<file path="config.mk">
export PLATFORM = sky130hd
export DESIGN_NAME = instr_encoder
export DESIGN_NICKNAME = d
export VERILOG_FILES = /design/src/rtl/instr_encoder.sv
export SDC_FILE = /design/constraint.sdc
export NUM_CORES = 1
export LEC_CHECK = 0
export ABC_AREA = 1
export BUFFER_PORTS_ARGS = -buffer_cell sky130_fd_sc_hd__buf_4
export CORE_ASPECT_RATIO = 0.5
export CORE_UTILIZATION = 55
export DETAILED_ROUTE_END_ITERATION = 10
export PLACE_DENSITY = 0.87
export SLEW_MARGIN = 20
export SYNTH_ARGS = -nofsm -noshare
export SYNTH_HDL_FRONTEND = slang
export SYNTH_SLANG_ARGS = --single-unit
</file>
<file path="constraint.sdc">
create_clock -name clk -period 7.1 [get_ports clk]
set_clock_uncertainty 0.2 [all_clocks]
set_input_delay 0.71 -clock clk [delete_from_list [all_inputs] [get_ports clk]]
set_output_delay 0.71 -clock clk [all_outputs]
set_load 0.01 [all_outputs]
</file>
<file path="src/rtl/instr_encoder.sv">
// instr_encoder: turns decoded RV32I instruction requests into 32-bit words
// and streams them, with sequential byte addresses, into instruction memory.
// One registered output stage (valid/ready both sides) and a fill FSM that
// stops after DEPTH words until the next start pulse.
// Optional immediate range checking: define INSTR_ENCODER_IMM_CHECK_EN.
//
// Handshake: a transfer happens on a rising edge where valid and ready are
// both high; valid, once raised, holds with its payload stable until the
// transfer. in_ready never depends on in_valid.
module instr_encoder #(
    parameter int ADDR_W    = 32,
    parameter int BASE_ADDR = 0,
    parameter int DEPTH     = 256
) (
    input  logic                       clk,
    input  logic                       reset,
    input  logic                       start,
    input  logic                       in_valid,
    output logic                       in_ready,
    input  logic [2:0]                 op_class,
    input  logic                       alt,
    input  logic [2:0]                 funct3,
    input  logic [4:0]                 rd,
    input  logic [4:0]                 rs1,
    input  logic [4:0]                 rs2,
    input  logic [31:0]                imm,
    output logic                       out_valid,
    input  logic                       out_ready,
    output logic [31:0]                out_instr,
    output logic [ADDR_W-1:0]          out_addr,
    output logic                       full,
    output logic [$clog2(DEPTH+1)-1:0] word_count,
`ifdef INSTR_ENCODER_IMM_CHECK_EN
    output logic                       imm_err,
    output logic                       imm_err_sticky,
`endif
    output logic [1:0]                 state_dbg
);

    localparam int CW = $clog2(DEPTH+1);
    localparam logic [CW:0]       DEPTH_X  = (CW+1)'(DEPTH);
    localparam logic [CW-1:0]     LAST_CNT = CW'(DEPTH-1);
    localparam logic [ADDR_W-1:0] BASE_A   = ADDR_W'(BASE_ADDR);

    localparam logic [6:0] OP_LOAD   = 7'b0000011;
    localparam logic [6:0] OP_STORE  = 7'b0100011;
    localparam logic [6:0] OP_RTYPE  = 7'b0110011;
    localparam logic [6:0] OP_ITYPE  = 7'b0010011;
    localparam logic [6:0] OP_BRANCH = 7'b1100011;
    localparam logic [6:0] OP_JAL    = 7'b1101111;
    localparam logic [6:0] OP_JALR   = 7'b1100111;
    localparam logic [6:0] OP_LUI    = 7'b0110111;
    localparam logic [6:0] OP_AUIPC  = 7'b0010111;

    typedef enum logic [1:0] {
        ST_IDLE = 2'd0,
        ST_RUN  = 2'd1,
        ST_FULL = 2'd2
    } state_t;

    state_t state_q, state_d;

    logic        accept;
    logic        out_hs;
    logic        last_hs;
    logic [CW:0] pending;
    logic [31:0] enc;
    logic        is_shift;
    logic        r_alt;

    assign state_dbg = state_q;
    assign full      = (state_q == ST_FULL);

    // Words already written plus the one waiting in the output register
    // must stay below DEPTH for a new request to be taken.
    assign pending  = {1'b0, word_count} + {{CW{1'b0}}, out_valid};
    assign in_ready = (state_q == ST_RUN) && !start && (!out_valid || out_ready)
                      && (pending < DEPTH_X);
    assign accept   = in_valid && in_ready;
    assign out_hs   = out_valid && out_ready;
    assign last_hs  = out_hs && (word_count == LAST_CNT);

    assign is_shift = (funct3 == 3'b001) || (funct3 == 3'b101);
    assign r_alt    = alt && ((funct3 == 3'b000) || (funct3 == 3'b101));

    // Field packing for each instruction class.
    always_comb begin
        enc = 32'd0;
        case (op_class)
            3'd0: enc = {imm[11:0], rs1, funct3, rd, OP_LOAD};
            3'd1: enc = {imm[11:5], rs2, rs1, funct3, imm[4:0], OP_STORE};
            3'd2: enc = {1'b0, r_alt, 5'b00000, rs2, rs1, funct3, rd, OP_RTYPE};
            3'd3: begin
                if (is_shift)
                    enc = {1'b0, alt, 5'b00000, imm[4:0], rs1, funct3, rd, OP_ITYPE};
                else
                    enc = {imm[11:0], rs1, funct3, rd, OP_ITYPE};
            end
            3'd4: enc = {imm[12], imm[10:5], rs2, rs1, funct3, imm[4:1], imm[11], OP_BRANCH};
            3'd5: enc = {imm[20], imm[10:1], imm[11], imm[19:12], rd, OP_JAL};
            3'd6: enc = {imm[11:0], rs1, 3'b000, rd, OP_JALR};
            3'd7: enc = {imm[31:12], rd, (alt ? OP_AUIPC : OP_LUI)};
            default: enc = 32'd0;
        endcase
    end

`ifdef INSTR_ENCODER_IMM_CHECK_EN
    logic imm_bad;

    // Flags immediates that do not fit the field they are packed into.
    always_comb begin
        imm_bad = 1'b0;
        case (op_class)
            3'd0, 3'd1, 3'd6: imm_bad = (imm[31:11] != {21{imm[11]}});
            3'd3: begin
                if (is_shift)
                    imm_bad = (imm[31:5] != 27'd0);
                else
                    imm_bad = (imm[31:11] != {21{imm[11]}});
            end
            3'd4:    imm_bad = (imm[31:12] != {20{imm[12]}}) || imm[0];
            3'd5:    imm_bad = (imm[31:20] != {12{imm[20]}}) || imm[0];
            3'd7:    imm_bad = (imm[11:0] != 12'd0);
            default: imm_bad = 1'b0;
        endcase
    end

    // Error flag travels with its word; sticky flag spans the whole fill.
    always_ff @(posedge clk or posedge reset) begin
        if (reset) begin
            imm_err        <= 1'b0;
            imm_err_sticky <= 1'b0;
        end else if (start) begin
            imm_err        <= 1'b0;
            imm_err_sticky <= 1'b0;
        end else if (accept) begin
            imm_err        <= imm_bad;
            imm_err_sticky <= imm_err_sticky | imm_bad;
        end
    end
`endif

    // Fill FSM state register.
    always_ff @(posedge clk or posedge reset) begin
        if (reset) state_q <= ST_IDLE;
        else       state_q <= state_d;
    end

    // Fill FSM next state: start always (re)enters RUN; the DEPTH-th
    // write completes the fill.
    always_comb begin
        state_d = state_q;
        case (state_q)
            ST_IDLE: if (start) state_d = ST_RUN;
            ST_RUN: begin
                if (start)        state_d = ST_RUN;
                else if (last_hs) state_d = ST_FULL;
            end
            ST_FULL: if (start) state_d = ST_RUN;
            default: state_d = ST_IDLE;
        endcase
    end

    // Output register, address and word counter. out_addr always names the
    // word currently presented (or the next one when nothing is pending).
    always_ff @(posedge clk or posedge reset) begin
        if (reset) begin
            out_valid  <= 1'b0;
            out_instr  <= 32'd0;
            out_addr   <= BASE_A;
            word_count <= '0;
        end else if (start) begin
            out_valid  <= 1'b0;
            out_addr   <= BASE_A;
            word_count <= '0;
        end else begin
            if (out_hs) begin
                out_addr   <= out_addr + ADDR_W'(4);
                word_count <= word_count + CW'(1);
            end
            if (accept) begin
                out_valid <= 1'b1;
                out_instr <= enc;
            end else if (out_hs) begin
                out_valid <= 1'b0;
            end
        end
    end

endmodule

</file>
==> After elaboration in Yosys (flattened, before gate mapping) <==
Cells that the tools add are included.
{ "word_totals": {"ff_bits": 76, "elab_cells": 58} }
{ "op_classes": {"add_sub_neg": 3, "order_cmp": 1, "n_eq_ne": 14, "n_mux": 14, "n_bitwise": 1, "reduce_logical": 20} }
{ "op_table": {"columns": ["cell", "count"], "rows": [
  ["$pmux W32 S8", 1],
  ["$mux W32", 3],
  ["$add A32 B3 Y32 const B", 1],
  ["$mux W9", 2],
  ["$eq A3 B3 Y1 const B", 5],
  ["$add A9 B1 Y10", 1],
  ["$lt A10 B9 Y1 const B", 1],
  ["$add A9 B1 Y9 const B", 1],
  ["$eq A9 B8 Y1 const B", 1],
  ["$logic_and A1 B1 Y1", 7],
  ["$eq A3 B1 Y1 const B", 2],
  ["$eq A3 B2 Y1 const B", 2],
  ["$logic_not A3 Y1", 2],
  ["$mux W2", 3],
  ["$mux W6", 1],
  ["$pmux W2 S2", 1],
  ["$reduce_and A2 Y1", 2],
  ["$logic_or A1 B1 Y1", 3],
  ["$mux W1", 3],
  ["$ne A3 B3 Y1 const B", 1],
  ["$reduce_bool A3 Y1", 1],
  ["$eq A2 B1 Y1 const B", 1],
  ["$eq A2 B2 Y1 const B", 1],
  ["$logic_not A1 Y1", 2],
  ["5 further kinds", 5]
]} }

==> Depth between registers and ports, before layout <==
{ "logic_depth": {"depth_word": 7, "mapped_depth": 11} }

==> Least setup slack after synthesis <==
OpenSTA, ideal clock, no wires.
{ "synth_path": {"path_kind": "input -> output", "from": "input port start", "to": "output port in_ready", "arrival_time_ns": 1.466, "required_ns": 6.190, "setup_slack_ns": 4.724, "stages": 6, "path_buffers": 2, "path_cell_list": "buf_4 inv_4 and3_1 nand2_1 nor2_4 buf_4"} }
{ "synth_via": {"elab_chain_len": 4} }
{ "synth_rtl": {"columns": ["item", "line", "text"], "rows": [
  ["from (decl)", "17", "input logic start,"],
  ["$logic_not A1 Y1", "77", "assign in_ready = (state_q == ST_RUN) && !start && (!out_valid || out_ready)"],
  ["$logic_and A1 B1 Y1 (2 in a row)", "77", null],
  ["$logic_and A1 B1 Y1", "78", "&& (pending < DEPTH_X);"],
  ["to (decl)", "19", "output logic in_ready,"]
]} }
Every way passes these cells.

==> Worst setup path after layout <==
Same ends and word-level chain as after synthesis.

==> impl_metrics.env <==
export IMPL_run_status="completed"
export IMPL_fin_crit_ps=3189
export IMPL_clk_latency_ps=330
export IMPL_design_final_nets=817
export IMPL_first_global_vias=4082
export IMPL_drv_cap=0
export IMPL_initial_antenna_violation_count=0
export IMPL_clkSlewWorstSetupHoldPaths_ps=50
export IMPL_antenna_violating_nets_post_route=0
export IMPL_hold_end="out_instr[17]"
export IMPL_setup_viol_count_final=0
export IMPL_gp_congestion=0.9164
export IMPL_p_sw_mw=0.3116
export IMPL_vdd_ir_drop_max_v=0.0001354
export IMPL_final_max_slew_violation_count=0
export IMPL_cts_made_buffers=9
export IMPL_design_core_area_um2=7432
export IMPL_drt_drc_violations_left=0
export IMPL_gr_total_overflow=0
export IMPL_reg2reg_launch_point="word_count[6]"
export IMPL_synth_flop_cell="sky130_fd_sc_hd__dfrtp_1"
export IMPL_synthArstFlopShare_pct=100.0
export IMPL_r2r_slack_ps=4520
export IMPL_pin_count=137
export IMPL_share_comb_of_total_power_pct=20.7
export IMPL_port_buffers=134
export IMPL_vias=4584
export IMPL_hold_path_cell_count=2
export IMPL_fmax_mhz=313.6
export IMPL_h_tree_depth=3
export IMPL_syn_mean_instance_area_um2=6.846
export IMPL_p_leak_nw=2.944
export IMPL_syn_area_um2=4299
export IMPL_groute_usage_overall_pct=29.36
export IMPL_synth_cells=628
export IMPL_hp_class="flop to flop"
export IMPL_element_type_at_the_critical_path_start="primary input"
export IMPL_detail_route_iter0_violations=337
export IMPL_floorplan_die_area_um2=8195
export IMPL_finalWirelength_mm=11.19
export IMPL_fin_hold_ws_ps=267.6
export IMPL_grt_setup_unrepaired="false"
export IMPL_cts_tree="done"
export IMPL_synth_edff_count=0
export IMPL_floorplan_rows=22
export IMPL_synth_cell_type_count=33
export IMPL_r2r_worst_path_cells=9
export IMPL_power_switching_fraction_pct=27.57
export IMPL_tns_ps=0
export IMPL_detailedPlacementHpwl_mm=8.057
export IMPL_min_period_over_period_pct=44.91
export IMPL_initial_core_util_pct=57.85
export IMPL_routedWlPerCell_um=13.10
export IMPL_power_share_clock_pct=36.0
export IMPL_grt_start_max_net_pins=74
export IMPL_critical_path_data_required_time_ps=6190
export IMPL_first_pass_iters=5
export IMPL_num_antenna_cells=0
export IMPL_layout_drive_gt1_share_pct=21.50
export IMPL_worst_r2r_endpoint="out_instr[11]"
export IMPL_report_power_total_mw=1.131
export IMPL_pwr_share_seq_pct=43.3
export IMPL_power_density_nw_per_um2=202.9
export IMPL_clk_root_buffer_cell="sky130_fd_sc_hd__clkbuf_16"
export IMPL_num_fill_cells=595
export IMPL_fp_dieH_um=64.52
export IMPL_hold_buffer_count_at_cts=0
export IMPL_critPathKind="primary input to primary output"
export IMPL_floorplan_die_width_um=127.0
export IMPL_timing_hold_violations_final=0
export IMPL_worst_ep_arrival_time_ps=2280
export IMPL_global_route_wire_length_before_repair_mm=18.82
export IMPL_slew_headroom_pct=39.86
export IMPL_worst_slew_pin_slew_ps=902.0
export IMPL_cellInternalPower_mw=0.8189
export IMPL_tritoncts_num_sinks=73
export IMPL_clock_path_buffers=2
export IMPL_crit_path_end_kind="primary output"
export IMPL_critical_path_max_fanout=34
export IMPL_area_delta_synth_final_pct=29.60
export IMPL_synth_ff_latch_count=73
export IMPL_cts_repair_timing_setup_buffer_count=0
export IMPL_synth_seq_area_share_pct=42.49
export IMPL_yosysWarningCount=0
export IMPL_hold_path_startpoint="out_instr[17]"
export IMPL_routed_via_density=5.368
export IMPL_ctsResizeCount=0
Yosys cell counts (2+ instances only):
cell,instances,area share (%)
sky130_fd_sc_hd__inv_2,2,0.17
sky130_fd_sc_hd__ha_1,3,0.87
sky130_fd_sc_hd__o21a_1,2,0.35
sky130_fd_sc_hd__o21ai_0,17,2.0
sky130_fd_sc_hd__buf_2,4,0.47
sky130_fd_sc_hd__nand3b_1,3,0.52
sky130_fd_sc_hd__nand2_1,243,21
sky130_fd_sc_hd__buf_6,3,0.79
sky130_fd_sc_hd__buf_4,7,1.2
sky130_fd_sc_hd__nor2_1,66,5.8
sky130_fd_sc_hd__nor3_1,11,1.3
sky130_fd_sc_hd__nor2_4,4,1.0
sky130_fd_sc_hd__o21ai_1,2,0.23
sky130_fd_sc_hd__dfrtp_1,73,42
sky130_fd_sc_hd__nor2_2,3,0.44
sky130_fd_sc_hd__and3_1,3,0.44
sky130_fd_sc_hd__o21bai_1,4,0.70
sky130_fd_sc_hd__a21oi_1,19,2.2
sky130_fd_sc_hd__nand2_2,3,0.44
sky130_fd_sc_hd__nand3_1,72,8.4
sky130_fd_sc_hd__inv_1,57,5.0
sky130_fd_sc_hd__nor3b_1,2,0.35
sky130_fd_sc_hd__nand4_1,10,1.5
sky130_fd_sc_hd__clkbuf_1,6,0.52
layer usage:
layer | part of all wire [%] | vias up | track usage, % | wire length (um)
met5 | 0 | - | 0 | 0
met2 | 48 | 215 | 49.73 | 5377
li1 | - | 2240 | - | -
met4 | 1.8 | 0 | 10.86 | 204
met3 | 7.5 | 31 | 6.854 | 844
met1 | 43 | 2098 | 37.14 | 4763
critical path, stage by stage:
cell and delay (ps):
sky130_fd_sc_hd__buf_4 180, sky130_fd_sc_hd__inv_4 280, sky130_fd_sc_hd__and3_1 200, sky130_fd_sc_hd__nand2_1 90, sky130_fd_sc_hd__nor2_4 580, sky130_fd_sc_hd__buf_4 240
kinds of logic (layout without fill, tap and decap cells):
kind of cell    count (synthesis)  count (layout)  share of synthesized area, %
fa+ha+maj                       3               3                        0.8732
simple gates                  424             424                         42.20
xor+xnor                        1               1                        0.2038
buf+inv                        80             209                         8.295
flops                          73              73                         42.49
compound gates                 46              46                         5.850
other cells                     1               2                       0.08723
area by class of cell:
type / count / area (um^2) / area share, %
clock buffers: 14 / 264.0 / 4.738
inverters: 60 / 227.7 / 4.087
multi-input cells: 476 / 2120 / 38.04
flip-flops and latches: 73 / 1827 / 32.79
well taps: 96 / 120.1 / 2.156
repair buffers: 135 / 1013 / 18.19
cell usage in the layout, fill, tap and decap left out, types with 3 or more instances in the layout:
cell | Yosys | final
sky130_fd_sc_hd__nand3_1 | 72 | 72
sky130_fd_sc_hd__inv_2 | 2 | 3
sky130_fd_sc_hd__o21ai_0 | 17 | 17
sky130_fd_sc_hd__nand2_1 | 243 | 243
sky130_fd_sc_hd__o21bai_1 | 4 | 4
sky130_fd_sc_hd__dfrtp_1 | 73 | 73
sky130_fd_sc_hd__nand4_1 | 10 | 10
sky130_fd_sc_hd__nor2_1 | 66 | 66
sky130_fd_sc_hd__ha_1 | 3 | 3
sky130_fd_sc_hd__nor3_1 | 11 | 11
sky130_fd_sc_hd__nor2_2 | 3 | 3
sky130_fd_sc_hd__nor2_4 | 4 | 4
sky130_fd_sc_hd__a21oi_1 | 19 | 19
sky130_fd_sc_hd__nand3b_1 | 3 | 3
sky130_fd_sc_hd__clkbuf_1 | 6 | 3
sky130_fd_sc_hd__and3_1 | 3 | 3
sky130_fd_sc_hd__inv_1 | 57 | 56
sky130_fd_sc_hd__clkbuf_16 | 0 | 9
sky130_fd_sc_hd__nand2_2 | 3 | 3
sky130_fd_sc_hd__buf_4 | 7 | 135
power by group through the flow:
stage / sequential, mW / clock [mW] / combinational, mW
floorplan: 0.512 / 0 / 0.0978
global placement: 0.496 / 0 / 0.229
detailed placement: 0.495 / 0 / 0.236
CTS: 0.489 / 0.413 / 0.236
global route: 0.495 / 0.432 / 0.259
finish: 0.489 / 0.407 / 0.234
how the worst max path moves through the flow:
stage / startpoint / to / slack [ps] / cells past startpoint
3_3_place_gp: start / in_ready / 3940 / 6
5_1_grt: start / in_ready / 3820 / 6
2_1_floorplan: reset / out_addr[10] / 4340 / 1
3_5_place_dp: start / out_instr[11] / 3920 / 8
4_1_cts: start / in_ready / 3920 / 6
6_report: start / in_ready / 3910 / 6
metrics by stage:
step,cells,worst slack [ps],utilization (%),instance area (um^2)
finish,854,3911,74.97,5572
global route,854,3818,74.97,5572
CTS,854,3922,74.97,5572
detailed placement,840,3922,71.41,5308
global placement,840,3938,71.41,5308
floorplan,629,4337,-,4303
registers in the layout, indices dropped and copies added, names as in the netlist:
signal / cells
out_valid: 1
word_count: 9
out_addr: 30
state_dbg: 2
out_instr: 31
No activity file was read; power rests on OpenSTA's default activity.
